`src/rtl/cnn_grid_unloader.sv`:
```
// Captures the 16 CNN cell outputs after a fixed sweep count and streams them out in raster order.
// CNN_UNLOAD_BINARY_EN selects sign-only (+1/-1) pixels instead of shift-and-saturate.
module cnn_grid_unloader #(
    parameter int WIDTH  = 9,
    parameter int SHIFT  = 8,
    parameter int SWEEPS = 8
) (
    input  logic                      clk,
    input  logic                      rst_n,
    input  logic                      start,
    input  logic                      sweep_tick,
    input  logic signed [2*WIDTH-1:0] Y1_in,
    input  logic signed [2*WIDTH-1:0] Y2_in,
    input  logic signed [2*WIDTH-1:0] Y3_in,
    input  logic signed [2*WIDTH-1:0] Y4_in,
    input  logic signed [2*WIDTH-1:0] Y5_in,
    input  logic signed [2*WIDTH-1:0] Y6_in,
    input  logic signed [2*WIDTH-1:0] Y7_in,
    input  logic signed [2*WIDTH-1:0] Y8_in,
    input  logic signed [2*WIDTH-1:0] Y9_in,
    input  logic signed [2*WIDTH-1:0] Y10_in,
    input  logic signed [2*WIDTH-1:0] Y11_in,
    input  logic signed [2*WIDTH-1:0] Y12_in,
    input  logic signed [2*WIDTH-1:0] Y13_in,
    input  logic signed [2*WIDTH-1:0] Y14_in,
    input  logic signed [2*WIDTH-1:0] Y15_in,
    input  logic signed [2*WIDTH-1:0] Y16_in,
    output logic signed [WIDTH-1:0]   m_data,
    output logic [3:0]                m_index,
    output logic                      m_valid,
    output logic                      m_last,
    input  logic                      m_ready,
    output logic                      busy,
    output logic                      done
);

    typedef logic signed [2*WIDTH-1:0] yw_t;
    typedef logic signed [WIDTH-1:0]   px_t;

    localparam int SW_EFF = (SWEEPS < 1) ? 1 : SWEEPS;
    localparam int CW = $clog2(SW_EFF + 1);
    localparam logic [CW-1:0] SW_MAX = CW'(SW_EFF);

    localparam logic [1:0] IDLE   = 2'd0;
    localparam logic [1:0] SETTLE = 2'd1;
    localparam logic [1:0] STREAM = 2'd2;

`ifdef CNN_UNLOAD_BINARY_EN
    function automatic px_t conv(input yw_t y);
        conv = y[2*WIDTH-1] ? '1 : px_t'(1);
    endfunction
`else
    localparam yw_t SAT_HI = yw_t'((1 << (WIDTH - 1)) - 1);
    localparam yw_t SAT_LO = ~SAT_HI;

    // Clamp on the full-width shifted value so wrap-around never leaks out.
    function automatic px_t conv(input yw_t y);
        yw_t t;
        t = y >>> SHIFT;
        if (t > SAT_HI)      conv = SAT_HI[WIDTH-1:0];
        else if (t < SAT_LO) conv = SAT_LO[WIDTH-1:0];
        else                 conv = t[WIDTH-1:0];
    endfunction
`endif

    yw_t y_in [16];
    assign y_in[0]  = Y1_in;
    assign y_in[1]  = Y2_in;
    assign y_in[2]  = Y3_in;
    assign y_in[3]  = Y4_in;
    assign y_in[4]  = Y5_in;
    assign y_in[5]  = Y6_in;
    assign y_in[6]  = Y7_in;
    assign y_in[7]  = Y8_in;
    assign y_in[8]  = Y9_in;
    assign y_in[9]  = Y10_in;
    assign y_in[10] = Y11_in;
    assign y_in[11] = Y12_in;
    assign y_in[12] = Y13_in;
    assign y_in[13] = Y14_in;
    assign y_in[14] = Y15_in;
    assign y_in[15] = Y16_in;

    logic [1:0]    state_q, state_d;
    logic [CW-1:0] cnt_q, cnt_d;
    logic [3:0]    idx_q, idx_d;
    px_t           data_q, data_d;
    logic          done_q, done_d;
    logic          capture;
    yw_t           shadow_q [16];

    always_comb begin
        state_d = state_q;
        cnt_d   = cnt_q;
        idx_d   = idx_q;
        data_d  = data_q;
        done_d  = 1'b0;
        capture = 1'b0;
        case (state_q)
            IDLE: begin
                if (start) begin
                    state_d = SETTLE;
                    cnt_d   = '0;
                end
            end
            SETTLE: begin
                if (sweep_tick) begin
                    cnt_d = cnt_q + 1'b1;
                    if (cnt_d == SW_MAX) begin
                        // First pixel converts straight from the live grid value.
                        capture = 1'b1;
                        state_d = STREAM;
                        idx_d   = 4'd0;
                        cnt_d   = '0;
                        data_d  = conv(y_in[0]);
                    end
                end
            end
            STREAM: begin
                if (m_ready) begin
                    if (idx_q == 4'd15) begin
                        state_d = IDLE;
                        idx_d   = 4'd0;
                        done_d  = 1'b1;
                    end else begin
                        idx_d  = idx_q + 4'd1;
                        data_d = conv(shadow_q[idx_d]);
                    end
                end
            end
            default: state_d = IDLE;
        endcase
    end

    always_ff @(posedge clk) begin
        if (!rst_n) begin
            state_q <= IDLE;
            cnt_q   <= '0;
            idx_q   <= 4'd0;
            data_q  <= '0;
            done_q  <= 1'b0;
            for (int i = 0; i < 16; i++) shadow_q[i] <= '0;
        end else begin
            state_q <= state_d;
            cnt_q   <= cnt_d;
            idx_q   <= idx_d;
            data_q  <= data_d;
            done_q  <= done_d;
            if (capture) begin
                for (int i = 0; i < 16; i++) shadow_q[i] <= y_in[i];
            end
        end
    end

    assign m_data  = data_q;
    assign m_index = idx_q;
    assign m_valid = (state_q == STREAM);
    assign m_last  = (state_q == STREAM) && (idx_q == 4'd15);
    assign busy    = (state_q != IDLE);
    assign done    = done_q;

endmodule

```
`config.mk`:
```
export PLATFORM = sky130hd
export DESIGN_NAME = cnn_grid_unloader
export DESIGN_NICKNAME = d
export VERILOG_FILES = /design/src/rtl/cnn_grid_unloader.sv
export SDC_FILE = /design/constraint.sdc
export NUM_CORES = 1
export LEC_CHECK = 0
export CORE_MARGIN = 2
export CORE_UTILIZATION = 50
export CTS_BUF_LIST = sky130_fd_sc_hd__clkbuf_4
export DETAILED_ROUTE_END_ITERATION = 7
export PLACE_DENSITY = 0.89
export SLEW_MARGIN = 20
export SYNTH_ARGS = -nofsm -noshare
export SYNTH_HDL_FRONTEND = slang
export SYNTH_SLANG_ARGS = --single-unit
```
`constraint.sdc`:
```
create_clock -name clk -period 10.7 [get_ports clk]
set_input_delay 1.605 -clock clk [delete_from_list [all_inputs] [get_ports clk]]
set_output_delay 1.605 -clock clk [all_outputs]
set_load 0.02 [all_outputs]
```
**Word-level counts from Yosys, hierarchy flattened**

Memories as Yosys holds them, arrays and structs flattened.
Cells that the tools add are included.
Widths: inputs -> output; s select.

- Mux-type cells: 48
- Bitwise operators: 16
- Magnitude comparators: 4
- $add $sub $neg: 2
- Equal/unequal tests: 10
- Reduce and logical (&&, ||, !) cells: 10

Operators with widths:

| cell | number |
|---|---|
| $mux 18 | 16 |
| $mux 9 | 8 |
| $mux 4 | 7 |
| $gt 10x9->1 const B | 2 |
| $lt 10x9->1 const B | 2 |
| $pmux 9 s2 | 1 |
| $or 1x1->1 | 16 |
| $pmux 4 s2 | 2 |
| $mux 2 | 5 |
| $reduce_and 5->1 | 2 |
| $add 4x1->4 const B | 2 |
| $eq 4x4->1 const B | 2 |
| $mux 1 | 8 |
| $ne 2x2->1 const B | 4 |
| $pmux 2 s3 | 1 |
| $reduce_and 3->1 | 2 |
| $reduce_bool 2->1 | 3 |
| $ne 2x1->1 const B | 2 |
| $reduce_and 4->1 | 1 |
| $eq 2x1->1 const B | 1 |
| $eq 2x2->1 const B | 1 |
| $logic_not 2->1 | 1 |
| $logic_and 1x1->1 | 1 |

- RAM bits: 288
- Memories kept: 1
- Word-level logic and storage cells: 96
- Output and inout port bits: 17
- Register bits: 20
- Input bits: 293

Memory list:

| memory | depth | width | read ports | clocked after memory_dff | wr ports | RTL line | text |
|---|---|---|---|---|---|---|---|
| shadow_q | 16 | 18 | 1 | 0 | 16 | 90 | `yw_t shadow_q [16];` |

**Logic depth before layout (Yosys ltp)**

- Depth after elaboration: 9
- Gate-level depth with buffers: 9
- Mapped depth without buffers: 6

**Least setup slack after synthesis**

Ideal clock, no wire load.

- Kind: in2reg
- Start: input sweep_tick
- End: memory shadow_q[0][10] in the netlist's numbering (enable)
- Data required time: 10,151 ps
- Path buffers: 1
- Setup slack: 4,189 ps
- Cell stages on the path: 3
- Setup time: 549 ps
- Arrival: 5,963 ps
- Cells stage by stage: o2111a_1 > buf_2 > nand2b_1

RTL lines:

| element | RTL line | text |
|---|---|---|
| from (decl) | 11 | `input logic sweep_tick,` |
| to (decl) | 90 |  |

==> flow_summary.json <==
{
  "grt_use_total": 0.213,
  "finalCritPeriodShare": 0.455,
  "reg2reg_to": "shadow_q[2][10]",
  "grt_setup_unrepaired": "false",
  "io_buffer_count": 181,
  "yosysSeqAreaShare": 0.620,
  "list_of_cells_traversed_by_the_critical_path": "clkdlybuf4s50_1 -> o2111a_2 -> buf_4 -> nand2b_4 -> buf_4",
  "core-area_um2": 16500,
  "post_cts_resized": 0,
  "syn-num-nets": 870,
  "power.share.combinational": 0.091,
  "hold-path-cell-count": 2,
  "power.static_leakage_nw": 4.16,
  "dpl.hpwl_um": 13000,
  "start_to_end_type_of_the_worst_setup_path": "primary input to flop",
  "final.setup.tns_ns": 0,
  "synthDominantAreaCellType": "edfxtp_1",
  "syn_inst": 575,
  "worstMarginPinSlew_ns": 1.05,
  "syn_area_per_cell_um2": 14.6,
  "cts.root.buffer_cell": "clkbuf_4",
  "relative_slew_slack": 0.300,
  "critical-path-slowest-cell": "buf_4",
  "final_period_demand_of_the_worst_path_ns": 4.87,
  "die_w_um": 134,
  "synth_top_area_frac": 0.573,
  "clock_power_share": 0.275,
  "clk_lat_worst_skew_ns": 0.57,
  "synth_area_leaders": "edfxtp_1, mux4_2, and3_1, dfxtp_1, and2_1",
  "relative_area_change_from_synthesis_to_final_layout_pct": 25.5,
  "path_delay_family": "buffers and inverters",
  "critPathRequiredTime_ns": 10.90,
  "first_global_vias": 5471,
  "yosys-top-cells-count": "edfxtp_1, and3_1, and2_1",
  "cts.hold.buffers_added": 0,
  "post-route-util": 0.640,
  "worst_slack_ns": 5.83,
  "postCtsSetupRepairBufs": 0,
  "timing.critical_path.slowest_cell_delay_ns": 0.94,
  "dieArea_um2": 17800,
  "crit_top_cell": "buf_4",
  "postSynth.asyncResetShare": 0,
  "diode_insertion_count_for_antenna_repair": 0,
  "crit_arrival_ns": 5.08,
  "drc_violation_total_after_the_first_tritonroute_iteration": 489,
  "place_ws_ns": 5.24,
  "detailroute.via_count": 5365,
  "grt_pass1_wl_um": 28700,
  "rows": 47,
  "critical_path_depth": 5,
  "vias_per_cell": 5.57,
  "irDropWorstVdd_mv": 0.0649,
  "critical_path_peak_fanout": 114,
  "power.density_nw_per_um2": 121,
  "grt_antenna_before_repair": 0,
  "critical_path.n_buffers_inverters": 3,
  "placedCellCount": 931,
  "wirelength_um": 18800,
  "ys_seq_elements": 180,
  "run_status": "completed",
  "power.net_switching_mw": 0.283,
  "reg2reg_slack_ns": 6.52,
  "cts_buffer_depth": 2,
  "fill_cells": 1157,
  "ys_dominant_reg_cell": "edfxtp_1",
  "final_weighted_congestion_in_routability_driven_placement": 0.782,
  "sw_frac_of_total": 0.223,
  "synth.lib_cells_used.distinct": 41,
  "cap_violations": 0,
  "wl_per_cell_um": 19.5,
  "h_tree_lvl_count": 4,
  "finalNonFillerCells": 963,
  "post-synth-top-count-cell": "edfxtp_1",
  "grt-ovfl-total": 0,
  "worst_hold_path.endpoint": "cnt_q[2]",
  "synthesis.area_um2": 8390,
  "holdWs_ns": 0.540,
  "tritoncts_buffer_count": 17,
  "max_clock_freq_mhz": 205,
  "layout-drive-gt1-share": 0.110,
  "hold_viol_final": 0,
  "die_h_um": 134,
  "worstReg2RegStart": "state_q[0]",
  "worst_setup_path_end_kind": "flop",
  "pwr-share-seq": 0.634,
  "num_io_pins": 310,
  "synth-edff-count": 160,
  "clkSlewWorstSetupHoldPaths_ns": 0.14,
  "internal_power_mw": 0.988,
  "grt_start_max_net_pins": 115,
  "tritoncts_clock_tree": "built",
  "number_of_remaining_drc_errors": 0,
  "worstHoldStart": "cnt_q[2]",
  "setup_viol": 0,
  "final.setup_skew_ns": 0.0127,
  "yosysWarnings": 0,
  "min-delay-path-class": "flop to flop",
  "fin_nets": 1025,
  "worst_r2r_path_depth": 5,
  "initial_utilization": 0.510,
  "report.final.slew_viol_count": 0,
  "drtAntennaViolNets": 0,
  "dr.pass1.iters": 5,
  "cts_num_sinks": 180,
  "start_kind": "primary input"
}
-- area by class of cell --
class / instances / area (µm²) / area share
sequential: 180 / 5210 / 0.495
multi-input combinational: 341 / 2930 / 0.279
timing repair buffer: 186 / 1850 / 0.175
tap: 220 / 275 / 0.0261
clock buffer: 19 / 143 / 0.0135
clock inverter: 13 / 110 / 0.0105
inverter: 4 / 15.0 / 0.00143
-- worst max path at each step --
stage,startpoint,to,slack (ns)
floorplan,sweep_tick,shadow_q[0][10],4.19
global placement,sweep_tick,shadow_q[1][15],5.41
detailed placement,sweep_tick,shadow_q[1][10],5.24
CTS,sweep_tick,shadow_q[1][10],5.88
global route,sweep_tick,shadow_q[2][11],5.62
finish,sweep_tick,shadow_q[2][10],5.83
-- cells in the final DEF, fill, tap and decap left out, types with 14 or more instances in the layout --
cell,count
clkbuf_4,19
mux4_2,37
nor2_1,14
clkdlybuf4s50_1,180
a21oi_1,19
edfxtp_1,160
mux2i_1,31
and2_1,62
dfxtp_1,19
and3_1,102
-- metal layers --
metal	GRT usage	up-vias	wire length (µm)
li1	-	2532	-
met1	0.275	2582	7860
met2	0.359	228	9390
met3	0.0468	23	1280
met4	0.0703	0	284
met5	0	-	0
-- worst reg2reg max path, cell delays in order (launching register included) --
cell and delay (ns):
dfxtp_1 0.45, nor2b_1 0.36, o2111a_2 0.26, buf_4 0.70
nand2b_4 1.04, buf_4 0.96
-- sequential cells by signal (all words and copies together), names as in the netlist --
name      flops
shadow_q    160
m_data        9
cnt_q         4
m_index       4
state_q       2
done          1
-- power groups by stage --
stage | logic [mW] | clock network (mW) | registers (mW)
6_report | 0.115 | 0.350 | 0.806
5_1_grt | 0.124 | 0.377 | 0.809
4_1_cts | 0.116 | 0.355 | 0.806
3_5_place_dp | 0.116 | 0 | 0.823
3_3_place_gp | 0.112 | 0 | 0.818
2_1_floorplan | 0.0424 | 0 | 0.822
-- cells by family after synthesis --
family / synth area share
adder cells (fa/ha/maj): 0.00298
AO/OA/AOI/OAI: 0.0435
multiplexers: 0.150
XOR/XNOR: 0.00298
buffers and inverters: 0.0328
AND/OR/NAND/NOR: 0.147
flip-flops: 0.620
-- stage by stage --
step / total power, mW / area [µm²]
after detailed placement: 0.938 / 10300
final: 1.27 / 10500
after CTS: 1.28 / 10500
after global routing: 1.31 / 10500
after global placement: 0.931 / 10300
after floorplan: 0.864 / 8390
Note: power is estimated with default switching activity, not from simulation.
==> RTL change 1, RTL diff (config.mk and constraints unchanged) <==
The parameter `SWEEPS` goes from 8 to 4.
--- a/src/rtl/cnn_grid_unloader.sv
+++ b/src/rtl/cnn_grid_unloader.sv
@@ -5,3 +5,3 @@
     parameter int SHIFT  = 8,
-    parameter int SWEEPS = 8
+    parameter int SWEEPS = 4
 ) (
Formal check against the unedited RTL: no difference found for any inputs over 4 cycles, from zero or initial values and one cycle with rst_n low; that may be too few to reach the edited logic, so the function may still have changed.
==> RTL change 1 against the unedited design <==
Setup slack better by 0.31 ns. Critical endpoint is now m_last. Highest routed layer unchanged. Area after synthesis decreased by 1.0%. Register-to-register slack better by 0.38 ns. Wire length decreased by 6.8%. Sequential cell count decreased by 1. Power rose by 1.5%. Design area hardly changed. Clock skew up 0.0037 ns.
==> RTL change 1: results (changes against the unedited design) <==
* Worst r2r src: cnt_q[0] (was state_q[0])
* Start point of the worst min-delay path: m_data[5] (was cnt_q[2])
* Vias in the first global route at 5263 (was 5471)
* Clock Sinks at 179 (was 180)
* XOR/XNOR Fraction of Synth Area at 0.00316 (was 0.00298)
* Top cells by instance count after synthesis: and2_1, edfxtp_1, mux4_2, mux2i_1, clkbuf_1 (was edfxtp_1, and3_1, and2_1, mux4_2, mux2i_1)
* Slew HR at 0.256 (was 0.300)
* Leak at 3.63 nW (was 4.16 nW)
* Via density at 5.25 (was 5.57)
* Status: finished clean (unchanged)
* Crit path max-delay family: flip-flops (was buffers and inverters)
* Inst Count DP at 929 (was 931)
* Non-CTS buffers at 183 (was 186)
* Slowest cell on the critical path: dfxtp_4 (was buf_4)
* Fin Hold WS at 0.493 ns (was 0.540 ns)
* Inverters at 12 (was 4)
* Minimum clock period at 4.56 ns (was 4.87 ns)
* Routability-driven placement congestion ratio at 0.819 (was 0.782)
* Sequential share of power at 0.621 (was 0.634)
* Compound-cell area share of the yosys netlist at 0.0292 (was 0.0435)
* First-pass GRT wire length at 27300 um (was 28700 um)
* Worst Path Arrival at 2.95 ns (was 5.08 ns)
* Reg area at 5190 sq um (was 5210 sq um)
* Final nets at 1024 (was 1025)
* Non-Filler Instances at 961 (was 963)
* DP Area at 10200 sq um (was 10300 sq um)
* Critical path's largest stage delay at 0.97 ns (was 0.94 ns)
* Largest net degree at the start of global routing at 89 (was 115)
* Buffering overhead at 0.173 (was 0.175)
* Seq group at 0.802 mW (was 0.806 mW)
* Clock-cell share at 0.0266 (was 0.0240)
* 1st-iter DRT viols at 459 (was 489)
* Final-layout clock buffer total at 17 (was 19)
* Crit-path max FO at 44 (was 114)
* Multi-input gates at 335 (was 341)
* Synth unique cells at 39 (was 41)
* Post-synthesis adder-cell area fraction at 0.0154 (was 0.00298)
* Post-Place Setup Slack at 5.68 ns (was 5.24 ns)
* Clock Skew at 0.0164 ns (was 0.0127 ns)
* Filler cell count at 1125 (was 1157)
* Core area at 16400 sq um (was 16500 sq um)
* Fin util at 0.642 (was 0.640)
-- RTL change 1: cell types whose count changed after synthesis, sizes merged, moves of 5 or more --
cell    delta
o221ai     -8
a221oi     +9
nand2     +14
clkbuf     -9
inv        +8
and3     -100
mux2i      -9
buf        -6
maj3       +8
and2      +99
o22ai      -8
nand3      -6
mux2       +7
a21boi     -5
-- RTL change 1: layer usage --
layer	GRT usage	vias up	part of all wire	wire length, um
li1	-	2394	-	-
met4	0.0621	0	0.013	227
met2	0.339	197	0.50	8820
met5	0	-	0	0
met3	0.0452	18	0.058	1020
met1	0.277	2433	0.43	7470
-- RTL change 1: kinds of logic after synthesis --
| group | Yosys count |
|---|---|
| compound gates | 39 |
| xor+xnor | 3 |
| fa+ha+maj | 11 |
| buf+inv | 47 |
| flops | 179 |
| mux | 72 |
| simple gates | 210 |
==> RTL change 2, RTL diff (same settings) <==
Made on the original files. Register the input `sweep_tick` before use, cleared by the reset. The logic sees it one clock later. The other inputs are not delayed to match.
--- a/src/rtl/cnn_grid_unloader.sv
+++ b/src/rtl/cnn_grid_unloader.sv
@@ -46,2 +46,12 @@
     localparam logic [1:0] STREAM = 2'd2;
+
+    logic sweep_tick_q;
+
+    always_ff @(posedge clk) begin
+        if (!rst_n) begin
+            sweep_tick_q <= '0;
+        end else begin
+            sweep_tick_q <= sweep_tick;
+        end
+    end
 
@@ -106,3 +116,3 @@
             SETTLE: begin
-                if (sweep_tick) begin
+                if (sweep_tick_q) begin
                     cnt_d = cnt_q + 1'b1;
Function: same outputs for any inputs over 4 cycles, from zero or initial values and one cycle with rst_n low; that may be too few to reach the edited logic, so the function may still have changed.
==> RTL change 2 against the unedited design <==
Setup slack improved by 0.43 ns. Sequential cell count rose by 1. Power rose by 2.5%. Largest power group unchanged. Critical endpoint is now m_last. Die area rose by 0.74%. Worst hold slack got worse by 0.0048 ns. First-iteration DRC count fell by 17%. Critical path type is now register to output pin. Design area rose by 1.1%. Area after synthesis rose by 0.76%. Synthesized cell count fell by 1.0%. Wire length rose by 5.9%.
==> RTL change 2: results (changes against the unedited design) <==
* Status: finished clean (unchanged)
* Met2 Use GR at 0.380 (was 0.359)
* Worst r2r src: cnt_q[0] (was state_q[0])
* Total track usage at 0.229 (was 0.213)
* Switching share of power at 0.222 (was 0.223)
* Hold EP: m_data[8] (was cnt_q[2])
* Syn Area/Cell at 14.9 sq um (was 14.6 sq um)
* Largest net degree at the start of global routing at 133 (was 115)
* Comb. pwr at 0.119 mW (was 0.115 mW)
* Post-synthesis adder-cell area fraction at 0.0139 (was 0.00298)
* Worst reg-to-reg path cell count at 7 (was 5)
* Crit-path max FO at 45 (was 114)
* Filler cell count at 1181 (was 1157)
* Dominant cells by area after synthesis: edfxtp_1, mux4_2, and3_1, dfxtp_1, and2_1 (unchanged)
* DR pass1 iterations at 4 (was 5)
* Clock power frac at 0.287 (was 0.275)
* Post-synthesis mux area share at 0.139 (was 0.150)
* Max IR drop VDD at 0.0000607 V (was 0.0000649 V)
* Hold path cells at 1 (was 2)
* Antenna violations before repair at 1 (was 0)
* Met3 routed WL at 1180 um (was 1280 um)
* Worst Tran Pin Value at 1.05 ns (about the same)
* Sequential share of the synthesized area at 0.618 (was 0.620)
* Compound-cell area share of the yosys netlist at 0.0368 (was 0.0435)
* Dpl hpwl at 13400 um (was 13000 um)
* First-pass GRT wire length at 30700 um (was 28700 um)
* M1 wire length at 8410 um (was 7860 um)
* Worst Path Arrival at 2.84 ns (was 5.08 ns)
* Leak at 4.05 nW (was 4.16 nW)
* Crit path from: m_index[0] (was sweep_tick)
* Via density at 5.72 (was 5.57)
* Final nets at 1021 (was 1025)
* Inst Count DP at 925 (was 931)
* Start point of the worst min-delay path: m_data[8] (was cnt_q[2])
* Met1 Use GR at 0.301 (was 0.275)
* Routability-driven placement congestion ratio at 0.786 (was 0.782)
* Reg-to-reg endpoint: shadow_q[5][17] (was shadow_q[2][10])
* Clk_lat worst skew at 0.59 ns (was 0.57 ns)
RTL change 2: changes by cell type after synthesis, moves of 7 or more:
cell and delta:
mux2i_1 -25, nand2_1 +16, nor2_1 +12, a21oi_1 -11, maj3_1 +8, o21ai_0 -8, o22ai_1 -8, o311ai_0 +8
a211oi_2 +7, o221ai_1 -7
RTL change 2: layout make-up:
| cell class | instances | share of cell area |
|---|---|---|
| Antenna cell | 2 | 0.000470 |
| Clock buffer | 18 | 0.0127 |
| Clock inverter | 14 | 0.0126 |
| Inverter | 4 | 0.00141 |
| Multi-Input combinational cell | 336 | 0.281 |
| Sequential cell | 181 | 0.491 |
| Tap cell | 220 | 0.0259 |
| Timing Repair Buffer | 185 | 0.175 |
RTL change 2: worst max path at each step:
| stage | to | cells past startpoint | slack, ns |
|---|---|---|---|
| after floorplan | shadow_q[0][10] | 2 | 4.74 |
| after global placement | shadow_q[3][10] | 6 | 6.67 |
| after detailed placement | shadow_q[2][10] | 6 | 6.38 |
| after CTS | m_last | 4 | 6.08 |
| after global routing | m_last | 4 | 6.02 |
| final | m_last | 4 | 6.25 |
RTL change 2: per-stage QoR:
stage          total power [mW]   util  setup WS (ns)  area [sq um]  hold slack, ns
5_1_grt                    1.35  0.642           6.02         10600           0.571
2_1_floorplan             0.868      -           4.74          8460           0.471
6_report                   1.30  0.642           6.25         10600           0.535
4_1_cts                    1.31  0.640           6.08         10600           0.527
3_5_place_dp              0.944  0.623           6.38         10300           0.502
3_3_place_gp              0.937  0.623           6.67         10300           0.483
RTL change 2: cell families after synthesis:
kind of cell | after synthesis
compound gates | 38
simple gates | 230
xor+xnor | 2
mux | 55
fa+ha+maj | 11
flops | 181
buf+inv | 52
